===== config.mk =====
export PLATFORM = sky130hd
export DESIGN_NAME = atm_code_sender
export DESIGN_NICKNAME = d
export VERILOG_FILES = /design/src/rtl/atm_code_sender.sv
export SDC_FILE = /design/constraint.sdc
export NUM_CORES = 1
export LEC_CHECK = 0
export BUFFER_PORTS_ARGS = -buffer_cell sky130_fd_sc_hd__buf_2
export CORE_ASPECT_RATIO = 1.1
export CORE_MARGIN = 2
export CORE_UTILIZATION = 54
export CTS_CLUSTER_SIZE = 10
export DETAILED_ROUTE_END_ITERATION = 10
export PLACE_DENSITY = 0.88
export SYNTH_ARGS = -nofsm -noshare
export SYNTH_HDL_FRONTEND = slang
export SYNTH_SLANG_ARGS = --single-unit

===== constraint.sdc =====
create_clock -name clk_2 -period 2.8 [get_ports clk_2]
set_clock_uncertainty 0.15 [all_clocks]
set_input_delay 0.14 -clock clk_2 [delete_from_list [all_inputs] [get_ports clk_2]]
set_output_delay 0.14 -clock clk_2 [all_outputs]
set_load 0.1 [all_outputs]

===== src/rtl/atm_code_sender.sv =====
// Drives a card-insert flag and a 3-digit access code onto cod, then waits for a cash or destroy reply and retries on timeout.
// Outputs decode the registered state with no input-to-output path, and the block accepts no backpressure.
module atm_code_sender #(
  parameter int HOLD_CYCLES = 2,
  parameter int RESP_WAIT   = 4,
  parameter int MAX_TRIES   = 3
) (
  input  logic       clk_2,
  input  logic       reset,
  input  logic       start,
  input  logic [2:0] digit1,
  input  logic [2:0] digit2,
  input  logic [2:0] digit3,
  input  logic       dinheiro,
  input  logic       destroi,
  output logic       cartao,
  output logic [2:0] cod,
  output logic       busy,
  output logic       done_ok,
  output logic       done_fail,
  output logic       err,
  output logic [1:0] tries,
  output logic [3:0] state_dbg
);

  typedef enum logic [3:0] {
    IDLE      = 4'd0,
    CARD      = 4'd1,
    SEND1     = 4'd2,
    SEND2     = 4'd3,
    SEND3     = 4'd4,
    WAIT_RESP = 4'd5,
    GAP       = 4'd6,
    DONE_OK   = 4'd7,
    DONE_FAIL = 4'd8
  } state_t;

  localparam logic [3:0] HOLD_LAST = 4'(HOLD_CYCLES - 1);
  localparam logic [3:0] RESP_LAST = 4'(RESP_WAIT - 1);
  localparam logic [1:0] MAX_T     = 2'(MAX_TRIES);

  state_t     state_q, state_d;
  logic [3:0] cnt_q, cnt_d;
  logic [1:0] tries_q, tries_d;
  logic [2:0] d1_q, d1_d;
  logic [2:0] d2_q, d2_d;
  logic [2:0] d3_q, d3_d;
  logic       err_q, err_d;

  logic       code_ok;
  logic       hold_done;
  logic [1:0] tries_inc;

  // The receiver only advances on a change of symbol, so neighbouring digits must differ.
  assign code_ok   = (digit1 != 3'd0) && (digit2 != digit1) && (digit3 != digit2);
  assign hold_done = (cnt_q == HOLD_LAST);
  assign tries_inc = (tries_q >= MAX_T) ? tries_q : tries_q + 2'd1;

  always_comb begin
    state_d = state_q;
    cnt_d   = (cnt_q == 4'hF) ? cnt_q : cnt_q + 4'd1;
    tries_d = tries_q;
    d1_d    = d1_q;
    d2_d    = d2_q;
    d3_d    = d3_q;
    err_d   = 1'b0;

    case (state_q)
      IDLE, DONE_OK, DONE_FAIL: begin
        if (start) begin
          if (code_ok) begin
            d1_d    = digit1;
            d2_d    = digit2;
            d3_d    = digit3;
            tries_d = 2'd0;
            state_d = CARD;
          end else begin
            err_d = 1'b1;
          end
        end
      end
      CARD:  if (hold_done) state_d = SEND1;
      SEND1: if (hold_done) state_d = SEND2;
      SEND2: if (hold_done) state_d = SEND3;
      SEND3: if (hold_done) state_d = WAIT_RESP;
      WAIT_RESP: begin
        if (dinheiro) begin
          tries_d = tries_inc;
          state_d = DONE_OK;
        end else if (destroi) begin
          tries_d = tries_inc;
          state_d = DONE_FAIL;
        end else if (cnt_q == RESP_LAST) begin
          tries_d = tries_inc;
          state_d = (tries_inc < MAX_T) ? GAP : DONE_FAIL;
        end
      end
      GAP:   if (hold_done) state_d = SEND1;
      default: state_d = IDLE;
    endcase

    // Every state entry restarts the hold/response count from zero.
    if (state_d != state_q) cnt_d = 4'd0;
  end

  always_ff @(posedge clk_2) begin
    if (reset) begin
      state_q <= IDLE;
      cnt_q   <= 4'd0;
      tries_q <= 2'd0;
      d1_q    <= 3'd0;
      d2_q    <= 3'd0;
      d3_q    <= 3'd0;
      err_q   <= 1'b0;
    end else begin
      state_q <= state_d;
      cnt_q   <= cnt_d;
      tries_q <= tries_d;
      d1_q    <= d1_d;
      d2_q    <= d2_d;
      d3_q    <= d3_d;
      err_q   <= err_d;
    end
  end

  always_comb begin
    busy = 1'b0;
    cod  = 3'd0;
    case (state_q)
      CARD, WAIT_RESP, GAP: busy = 1'b1;
      SEND1: begin busy = 1'b1; cod = d1_q; end
      SEND2: begin busy = 1'b1; cod = d2_q; end
      SEND3: begin busy = 1'b1; cod = d3_q; end
      default: ;
    endcase
  end

  assign cartao    = busy;
  assign done_ok   = (state_q == DONE_OK);
  assign done_fail = (state_q == DONE_FAIL);
  assign err       = err_q;
  assign tries     = tries_q;
  assign state_dbg = state_q;

endmodule


==> results of run 1 <==
-- cells in the mapped netlist, types with 3 or more instances --
cell       n  area [um^2]
inv_1      7        26.28
ha_1       3        37.54
nand3_1    4        20.02
a21oi_1    7        35.03
xnor2_1    5        43.79
dfxtp_1   20        400.4
nand2_1   10        37.54
nor3_1     7        35.03
nor3b_1    3        22.52
mux2i_1   12        120.1
o21ai_0    7        35.03
nand2b_1   3        18.77
o31ai_1    5        37.54
and2_1     3        18.77
nor4_1     3        18.77
clkbuf_1   6        22.52
nor2_1    23        86.33
-- metrics by stage --
step	worst slack, ns	util [%]	hold WS, ns	instance area (um^2)	instances
after CTS	0.3582	66.58	0.001444	1630	227
after floorplan	0.1596	-	0.1371	1408	171
after detailed placement	0.3793	62.80	0.2731	1538	219
after global placement	0.5269	62.80	0.2644	1538	219
final	0.2944	66.58	0.01086	1630	227
after global routing	0.2653	66.58	0.01876	1630	227
-- final timing paths --
| kind | from | to |
|---|---|---|
| max | cnt_q[0] | cnt_q[1] |
| min | start | err |
| max reg2reg | cnt_q[0] | cnt_q[1] |
| min reg2reg | d2_q[0] | d2_q[0] |
-- power by group --
| group | internal [mW] | total [mW] | switching [mW] |
|---|---|---|---|
| logic | 0.116 | 0.352 | 0.235 |
| registers | 0.311 | 0.351 | 0.0394 |
| clock network | 0.145 | 0.234 | 0.0896 |
-- worst register-to-register path, cell delays in order, from the launching register on --
cell and delay (ns):
dfxtp_1 0.46, ha_1 0.26, or3b_2 0.50, nor4_1 0.38, a211o_1 0.16, a21oi_1 0.08, o2111ai_2 0.32, nor3_1 0.09
-- flip-flops by register name, indices dropped and copies added (netlist names) --
register / count
d3_q: 3
state_dbg: 4
d1_q: 3
tries: 2
err: 1
d2_q: 3
cnt_q: 4
-- per-layer routing --
layer | up-vias | GRT usage [%] | part of all wire, %
met2 | 81 | 43.04 | 51
li1 | 675 | - | -
met3 | 7 | 2.094 | 7.5
met4 | 0 | 8.059 | 1.6
met1 | 656 | 29.59 | 40
met5 | - | 0 | 0
-- cells by family (layout without fill, tap and decap cells) --
| logic type | after synthesis | after routing | synth area share [%] |
|---|---|---|---|
| XOR/XNOR | 5 | 5 | 3.182 |
| adder cells (fa/ha/maj) | 3 | 3 | 2.728 |
| buffers and inverters | 20 | 45 | 6.181 |
| AND/OR/NAND/NOR | 67 | 67 | 24.82 |
| flip-flops | 20 | 20 | 29.09 |
| multiplexers | 14 | 14 | 10.36 |
| AO/OA/AOI/OAI | 42 | 42 | 23.64 |
-- cell usage in the layout (no fill, tap or decap), types with 5 or more instances in the layout --
master / instances
nor3_1: 6
a21oi_1: 7
dfxtp_1: 16
nor2_1: 23
buf_2: 27
xnor2_1: 5
o31ai_1: 5
inv_1: 7
nand2_1: 10
mux2i_1: 12
-- final cells by class --
class / instances / share of cell area [%]
multi-input cells: 131 / 56.02
flip-flops and latches: 20 / 24.87
repair buffers: 33 / 11.67
well taps: 31 / 2.379
clock inverters: 1 / 1.842
inverters: 8 / 1.842
clock buffers: 3 / 1.381
==> impl_metrics.json, run 1 <==
{
  "status": "finished, final reports clean",
  "syn_to_final_growth_pct": 18.45,
  "setup_viol": 0,
  "maxSlewViolCount": 0,
  "num_antenna_cells": 0,
  "cts_sinks": 20,
  "fin_setup_tns_ns": 0,
  "p_leak_nw": 0.6646,
  "path_buf_inv": 0,
  "synth-async-reset-ratio_pct": 0,
  "wirelength_mm": 3.455,
  "dieArea_um2": 2969,
  "cap_viol_max_count": 0,
  "coreArea_um2": 2449,
  "path_cells": "ha_1 > or3b_2 > nor4_1 > a211o_1 > a21oi_1 > o2111ai_2 > nor3_1",
  "cts_buffer_depth": 2,
  "worstMarginPinSlew_ns": 0.5940,
  "path_class": "reg2reg",
  "hold_viol_final": 0,
  "synth_cells": 171,
  "rsz0062_at_grt": "false",
  "gp_congestion": 0.8768,
  "dr.pass1.iters": 4,
  "whs_path_depth": 3,
  "ios": 28,
  "drtIter0Drc": 48,
  "grt_overflow": 0,
  "num_vias": 1419,
  "reg2reg_slack_ns": 0.29,
  "worst-path-stages": 7,
  "r2r_cells": 7,
  "multiInputGateArea_um2": 913.4,
  "final-seq-area_um2": 405.4,
  "rows": 19,
  "detailed_place_hpwl_mm": 2.626,
  "grt_pass1_vias": 1300,
  "fp.dieH_um": 56.95,
  "ys_seq_area_share_pct": 29.09,
  "postSynthAreaPerCell_um2": 8.049,
  "synth_edf_count": 0,
  "fillCellCount": 209,
  "cp_max_fo": 5,
  "cts_resized": 0,
  "worst_setup_path_start_kind": "flip-flop",
  "grt_start_max_net_pins": 22,
  "grt_pass1_wl_mm": 5.595,
  "worstPathRequired_ns": 2.84,
  "post_cts_buffers": 0,
  "finalCriticalPeriod_ns": 2.506,
  "grt_use_total_pct": 23.94,
  "cts_htree_levels": 1,
  "fin_crit_sh_pct": 89.49,
  "synth.distinct_cells": 50,
  "syn-num-nets": 188,
  "layout-drive-gt1-share_pct": 25.00,
  "syn-cell-area_um2": 1376,
  "report.power.total_mw": 0.9368,
  "slowest_delay_ns": 0.49,
  "antenna_found_initial": 0,
  "clk_latency_ns": 0.30,
  "ys_warn_count": 0,
  "hold_class": "in2reg",
  "cp-end-kind": "flip-flop",
  "avgRoutedWirePerCell_um": 15.22,
  "slew_headroom_pct": 60.31,
  "port_buffers": 27,
  "viasPerCell": 6.251,
  "irDropWorstVdd_mv": 0.4317,
  "fmax_mhz": 399.1,
  "slowest_stage": "or3b_2",
  "synth-seq-cells": 20,
  "fin_nets": 214,
  "path_clk_slew_ns": 0.11,
  "synthFlopType": "dfxtp_1",
  "cp_top_family": "simple AND/OR/NAND/NOR gates",
  "power.density_nw_per_um2": 574.6,
  "start_util_pct": 56.21,
  "arrival_ns": 2.55,
  "die_x_um": 52.14,
  "cts_tree": "yes",
  "final_antenna_net_count": 0,
  "drc": 0,
  "hold_buffers": 4,
  "cts_buffers": 3,
  "cts_root_buf": "clkbuf_4"
}
Power figures use the tool's default switching activity.
==> inputs of run 2 (changes only) <==
--- a/config.mk
+++ b/config.mk
@@ -8,10 +8,10 @@
 export BUFFER_PORTS_ARGS = -buffer_cell sky130_fd_sc_hd__buf_2
 export CORE_ASPECT_RATIO = 1.1
 export CORE_MARGIN = 2
-export CORE_UTILIZATION = 54
+export CORE_UTILIZATION = 40
 export CTS_CLUSTER_SIZE = 10
 export DETAILED_ROUTE_END_ITERATION = 10
-export PLACE_DENSITY = 0.88
+export PLACE_DENSITY = 0.7
 export SYNTH_ARGS = -nofsm -noshare
 export SYNTH_HDL_FRONTEND = slang
 export SYNTH_SLANG_ARGS = --single-unit
==> constraint.sdc (replaced) <==
create_clock -name clk_2 -period 2.8 [get_ports clk_2]
set_clock_uncertainty 0.15 [all_clocks]
set_input_delay 0.42 -clock clk_2 [delete_from_list [all_inputs] [get_ports clk_2]]
set_output_delay 0.42 -clock clk_2 [all_outputs]
set_load 0.1 [all_outputs]
==> run 2 against run 1 <==
Net effect: utilization fell by 19 points; combinational power shrank 3%; count of clock-buffer cells in the layout increased by 1; design area decreased by 2.6%; critical path depth decreased by 2; non-clock buffer count fell by 2; first-iteration DRC count rose by 60%; via count decreased by 8.8%; global-route usage shrank 7.1 points; worst hold slack gained 0.24 ns; sequential power hardly changed; critical path type is now reg2out.
==> impl_metrics.json, run 2 (same netlist as run 1, synthesis figures left out) <==
{
  "dr_wl_met3_um": 166,
  "wirelength_mm": 3.037,
  "post-place-ws_ns": 0.4769,
  "cp_max_fo": 16,
  "worstPathRequired_ns": 2.23,
  "ios": 28,
  "cts_tree": "yes",
  "grt_overflow": 0,
  "fin_area_um2": 1588,
  "cts_resized": 0,
  "final_cells": 230,
  "grt_start_max_net_pins": 22,
  "path_class": "reg2out",
  "setup_viol": 0,
  "fin_nets": 212,
  "grt_pass1_wl_mm": 5.188,
  "irDropWorstVdd_mv": 0.2199,
  "top_layer_used": "met4",
  "utilization_pct": 48.07,
  "coreArea_um2": 3303,
  "antenna_found_initial": 0,
  "power.density_nw_per_um2": 524.2,
  "path_clk_slew_ns": 0.12,
  "slowest_delay_ns": 0.51,
  "cts_buffer_depth": 2,
  "worstMarginPinSlew_ns": 0.4990,
  "drc": 0,
  "final_antenna_net_count": 0,
  "grt_pass1_vias": 1139,
  "dp_cells": 226,
  "drtIter0Drc": 77,
  "hold_buffers": 0,
  "num_vias": 1294,
  "fillCellCount": 337,
  "dieArea_um2": 3927,
  "report.power.total_mw": 0.8323,
  "hold_ws_ns": 0.2475,
  "cts_htree_levels": 1,
  "num_antenna_cells": 0,
  "fin_setup_tns_ns": 0,
  "clk_latency_ns": 0.30,
  "layout-drive-gt1-share_pct": 25.77,
  "worst_setup_path_start_kind": "flip-flop",
  "r2r_cells": 9,
  "cp-end-kind": "output pin",
  "syn_to_final_growth_pct": 15.36,
  "path_cells": "nand2b_1 > nor3_1 > nand2_1 > o21ai_2 > buf_2",
  "cap_viol_max_count": 0,
  "gp_congestion": 0.8317,
  "min_to": "d3_q[1]",
  "hold_start": "digit3[1]",
  "p_leak_nw": 0.6456,
  "reg2reg_from": "cnt_q[1]",
  "post_cts_buffers": 0,
  "fin_crit_sh_pct": 88.08,
  "hold_class": "in2reg",
  "drt-met1-wl_mm": 1.419,
  "dr.pass1.iters": 4,
  "wl_met2_mm": 1.398,
  "avgRoutedWirePerCell_um": 13.20,
  "cts_sinks": 20,
  "maxSlewViolCount": 0,
  "hold_viol_final": 0,
  "reg2reg_slack_ns": 0.54,
  "layout_setup_ws_ns": 0.3338,
  "finalCriticalPeriod_ns": 2.466,
  "rsz0062_at_grt": "false",
  "grt_use_total_pct": 16.82,
  "detailed_place_hpwl_mm": 2.330,
  "whs_path_depth": 3,
  "rows": 22,
  "slowest_stage": "dfxtp_2",
  "arrival_ns": 1.90,
  "fmax_mhz": 405.5,
  "status": "finished, final reports clean",
  "placed_cell_area_um2": 1562,
  "die_x_um": 59.93,
  "start_util_pct": 41.67,
  "final_cell_mix": "27 x buf_2, 23 x nor2_1, 16 x dfxtp_1, 12 x mux2i_1, 10 x nand2_1",
  "final_common_cell": "buf_2",
  "cts_root_buf": "clkbuf_4",
  "viasPerCell": 5.626,
  "rr_endpoint": "cnt_q[0]",
  "cts_buffers": 3,
  "port_buffers": 27,
  "fp.dieH_um": 65.52,
  "slew_headroom_pct": 66.43
}
==> run 2: cell count changes in the layout (fill, tap and decap cells not counted) <==
cell,change
bufinv_16,-1
dfxtp_4,+1
buf_4,+2
dfxtp_2,-1
dlygate4sd3_1,-4
clkbuf_1,+1
==> run 2: report_power, final <==
group | switching [mW] | total [mW] | internal (mW)
combinational | 0.226 | 0.343 | 0.118
sequential | 0.0367 | 0.348 | 0.311
clock | 0.0852 | 0.141 | 0.0555
==> run 2: worst max path at each step <==
stage | start | end | slack (ns) | cells past startpoint
after floorplan | state_dbg[0] | cartao | 0.04 | 5
after global placement | digit1[1] | tries[0] | 0.51 | 7
after detailed placement | digit1[1] | tries[0] | 0.48 | 7
after CTS | state_dbg[2] | cod[2] | 0.32 | 5
after global routing | state_dbg[2] | cod[2] | 0.19 | 5
final | state_dbg[2] | cod[0] | 0.33 | 5
==> run 2: worst max-delay path, delay by kind of cell, from the launching register on <==
| kind | cells | cell delay (ns) |
|---|---|---|
| AOI/OAI and AO/OA | 1 | 0.06 |
| buffers and inverters | 1 | 0.44 |
| and+or+nand+nor | 3 | 0.57 |
| DFF | 1 | 0.51 |
==> run 2: per-layer routing <==
layer | up-vias | global-route usage, %
met3 | 6 | 2.165
li1 | 674 | -
met5 | - | 0
met4 | 0 | 5.833
met1 | 571 | 24.10
met2 | 43 | 25.54
==> run 2: layout make-up <==
type | instances | area [um^2] | area share (%)
Clock buffer | 4 | 26.28 | 1.655
Multi-Input combinational cell | 131 | 913.4 | 57.53
Timing Repair Buffer | 31 | 165.2 | 10.40
Tap cell | 36 | 45.04 | 2.837
Inverter | 8 | 30.03 | 1.891
Sequential cell | 20 | 407.9 | 25.69
==> inputs of run 3 (changes only) <==
--- a/config.mk
+++ b/config.mk
@@ -12,6 +12,7 @@
 export CTS_CLUSTER_SIZE = 10
 export DETAILED_ROUTE_END_ITERATION = 10
 export PLACE_DENSITY = 0.7
+export REMOVE_ABC_BUFFERS = 1
 export SYNTH_ARGS = -nofsm -noshare
 export SYNTH_HDL_FRONTEND = slang
 export SYNTH_SLANG_ARGS = --single-unit
==> run 3 against run 2 <==
Net effect: flip-flop and latch count unchanged; setup slack better by 0.0061 ns; wire length increased by 4.8%; sequential share of layout area down 0.63 points; critical path depth unchanged; critical path type unchanged; power rose by 3.2%; die area unchanged; sequential power fell by 4%; first-iteration DRC count is 32% lower; utilization increased by 0.30 points.
==> impl_metrics.json, run 3 (same netlist as run 1, synthesis figures left out) <==
{
  "slowest_stage": "dfxtp_1",
  "coreArea_um2": 3303,
  "path_buf_inv": 1,
  "cts_tree": "yes",
  "gp_congestion": 0.8756,
  "final_antenna_net_count": 0,
  "fin_nets": 215,
  "worstPathRequired_ns": 2.23,
  "cts_sinks": 20,
  "arrival_ns": 1.89,
  "slew_headroom_pct": 65.37,
  "grt_pass1_vias": 1265,
  "ios": 28,
  "irDropWorstVdd_mv": 0.2614,
  "final_cells": 233,
  "num_antenna_cells": 0,
  "fp.dieH_um": 65.52,
  "start_util_pct": 41.67,
  "hold_buffers": 0,
  "wirelength_mm": 3.182,
  "final_cell_mix": "26 x buf_2, 23 x nor2_1, 20 x dfxtp_1, 12 x mux2i_1, 10 x nand2_1",
  "antenna_found_initial": 0,
  "grt_overflow": 0,
  "fin_crit_sh_pct": 87.86,
  "cp-end-kind": "output pin",
  "port_buffers": 27,
  "detailed_place_hpwl_mm": 2.461,
  "layout-drive-gt1-share_pct": 23.86,
  "power.density_nw_per_um2": 537.5,
  "die_x_um": 59.93,
  "path_cells": "nand2b_1 > nor3_2 > nand2_1 > o21ai_0 > buf_2",
  "cp_max_fo": 16,
  "finalCriticalPeriod_ns": 2.460,
  "report.power.total_mw": 0.8588,
  "cts_buffer_depth": 2,
  "maxSlewViolCount": 0,
  "drc": 0,
  "clk_latency_ns": 0.30,
  "rows": 22,
  "slowest_delay_ns": 0.48,
  "setup_viol": 0,
  "rsz0062_at_grt": "false",
  "cp_top_family": "simple AND/OR/NAND/NOR gates",
  "path_clk_slew_ns": 0.12,
  "avgRoutedWirePerCell_um": 13.66,
  "syn_to_final_growth_pct": 16.09,
  "viasPerCell": 5.704,
  "grt_pass1_wl_mm": 5.478,
  "cts_buffers": 3,
  "grt_use_total_pct": 17.56,
  "status": "finished, final reports clean",
  "dieArea_um2": 3927,
  "num_vias": 1329,
  "dr.pass1.iters": 4,
  "hold_viol_final": 0,
  "fmax_mhz": 406.5,
  "worstMarginPinSlew_ns": 0.5147,
  "path_class": "reg2out",
  "reg2reg_slack_ns": 0.49,
  "cts_htree_levels": 1,
  "cts_root_buf": "clkbuf_4",
  "drtIter0Drc": 52,
  "final_common_cell": "buf_2",
  "hold_class": "in2reg",
  "dp_cells": 229,
  "worst_setup_path_start_kind": "flip-flop",
  "p_leak_nw": 0.6615,
  "grt_start_max_net_pins": 17,
  "cap_viol_max_count": 0
}
[run 3: cell count changes in the layout (fill, tap and decap cells not counted), sizes merged]
cell and change:
buf +2, clkbuf +1
[run 3: metal layers]
metal / global-route usage, % / vias up / part of all wire, %
li1: - / 678 / -
met1: 22.85 / 600 / 46
met2: 29.48 / 46 / 47
met3: 2.953 / 5 / 5.9
met4: 4.722 / 0 / 1.2
met5: 0 / - / 0
[run 3: worst paths after layout]
check,startpoint,cells after the start,endpoint
hold / removal,digit3[2],3,d3_q[2]
hold reg to reg,d3_q[2],2,d3_q[2]
setup / recovery,state_dbg[3],5,cod[0]
setup reg to reg,cnt_q[0],7,cnt_q[1]
[run 3: layout make-up]
class | instances | area, um^2
Multi-Input combinational cell | 131 | 895.9
Inverter | 8 | 30.03
Sequential cell | 20 | 400.4
Fill cell | 325 | 1705
Timing Repair Buffer | 34 | 190.2
Clock buffer | 4 | 36.28
Tap cell | 36 | 45.04
[run 3: repair_timing]
action                                 in CTS  in global routing
buffers inserted                            0                  0
resized for setup                           0                  2
setup endpoints to repair                   0                  2
endpoints found under the hold margin       0                  0
[run 3: per-stage QoR]
stage | setup WS, ns | util (%) | area [um^2] | setup TNS, ns | hold slack (ns)
after floorplan | -3.349 | - | 1321 | -27.31 | 0.3096
final | 0.3399 | 48.37 | 1598 | 0 | 0.2487
after global placement | 0.4715 | 47.05 | 1554 | 0 | 0.3255
after detailed placement | 0.4392 | 47.05 | 1554 | 0 | 0.3355
after global routing | 0.1732 | 48.37 | 1598 | 0 | 0.2369
after CTS | 0.2077 | 48.14 | 1590 | 0 | 0.2378
[run 3: worst register-to-register path, cell delays in order, from the launching register on]
cell       delay, ns
dfxtp_1         0.44
ha_1            0.23
or3b_2          0.47
nor4_1          0.30
a211o_1         0.16
a21oi_1         0.07
o2111ai_2       0.30
nor3_1          0.09
[run 3: power breakdown]
group	switching (mW)	internal [mW]
clock	0.0844	0.0792
sequential	0.0230	0.310
combinational	0.241	0.121
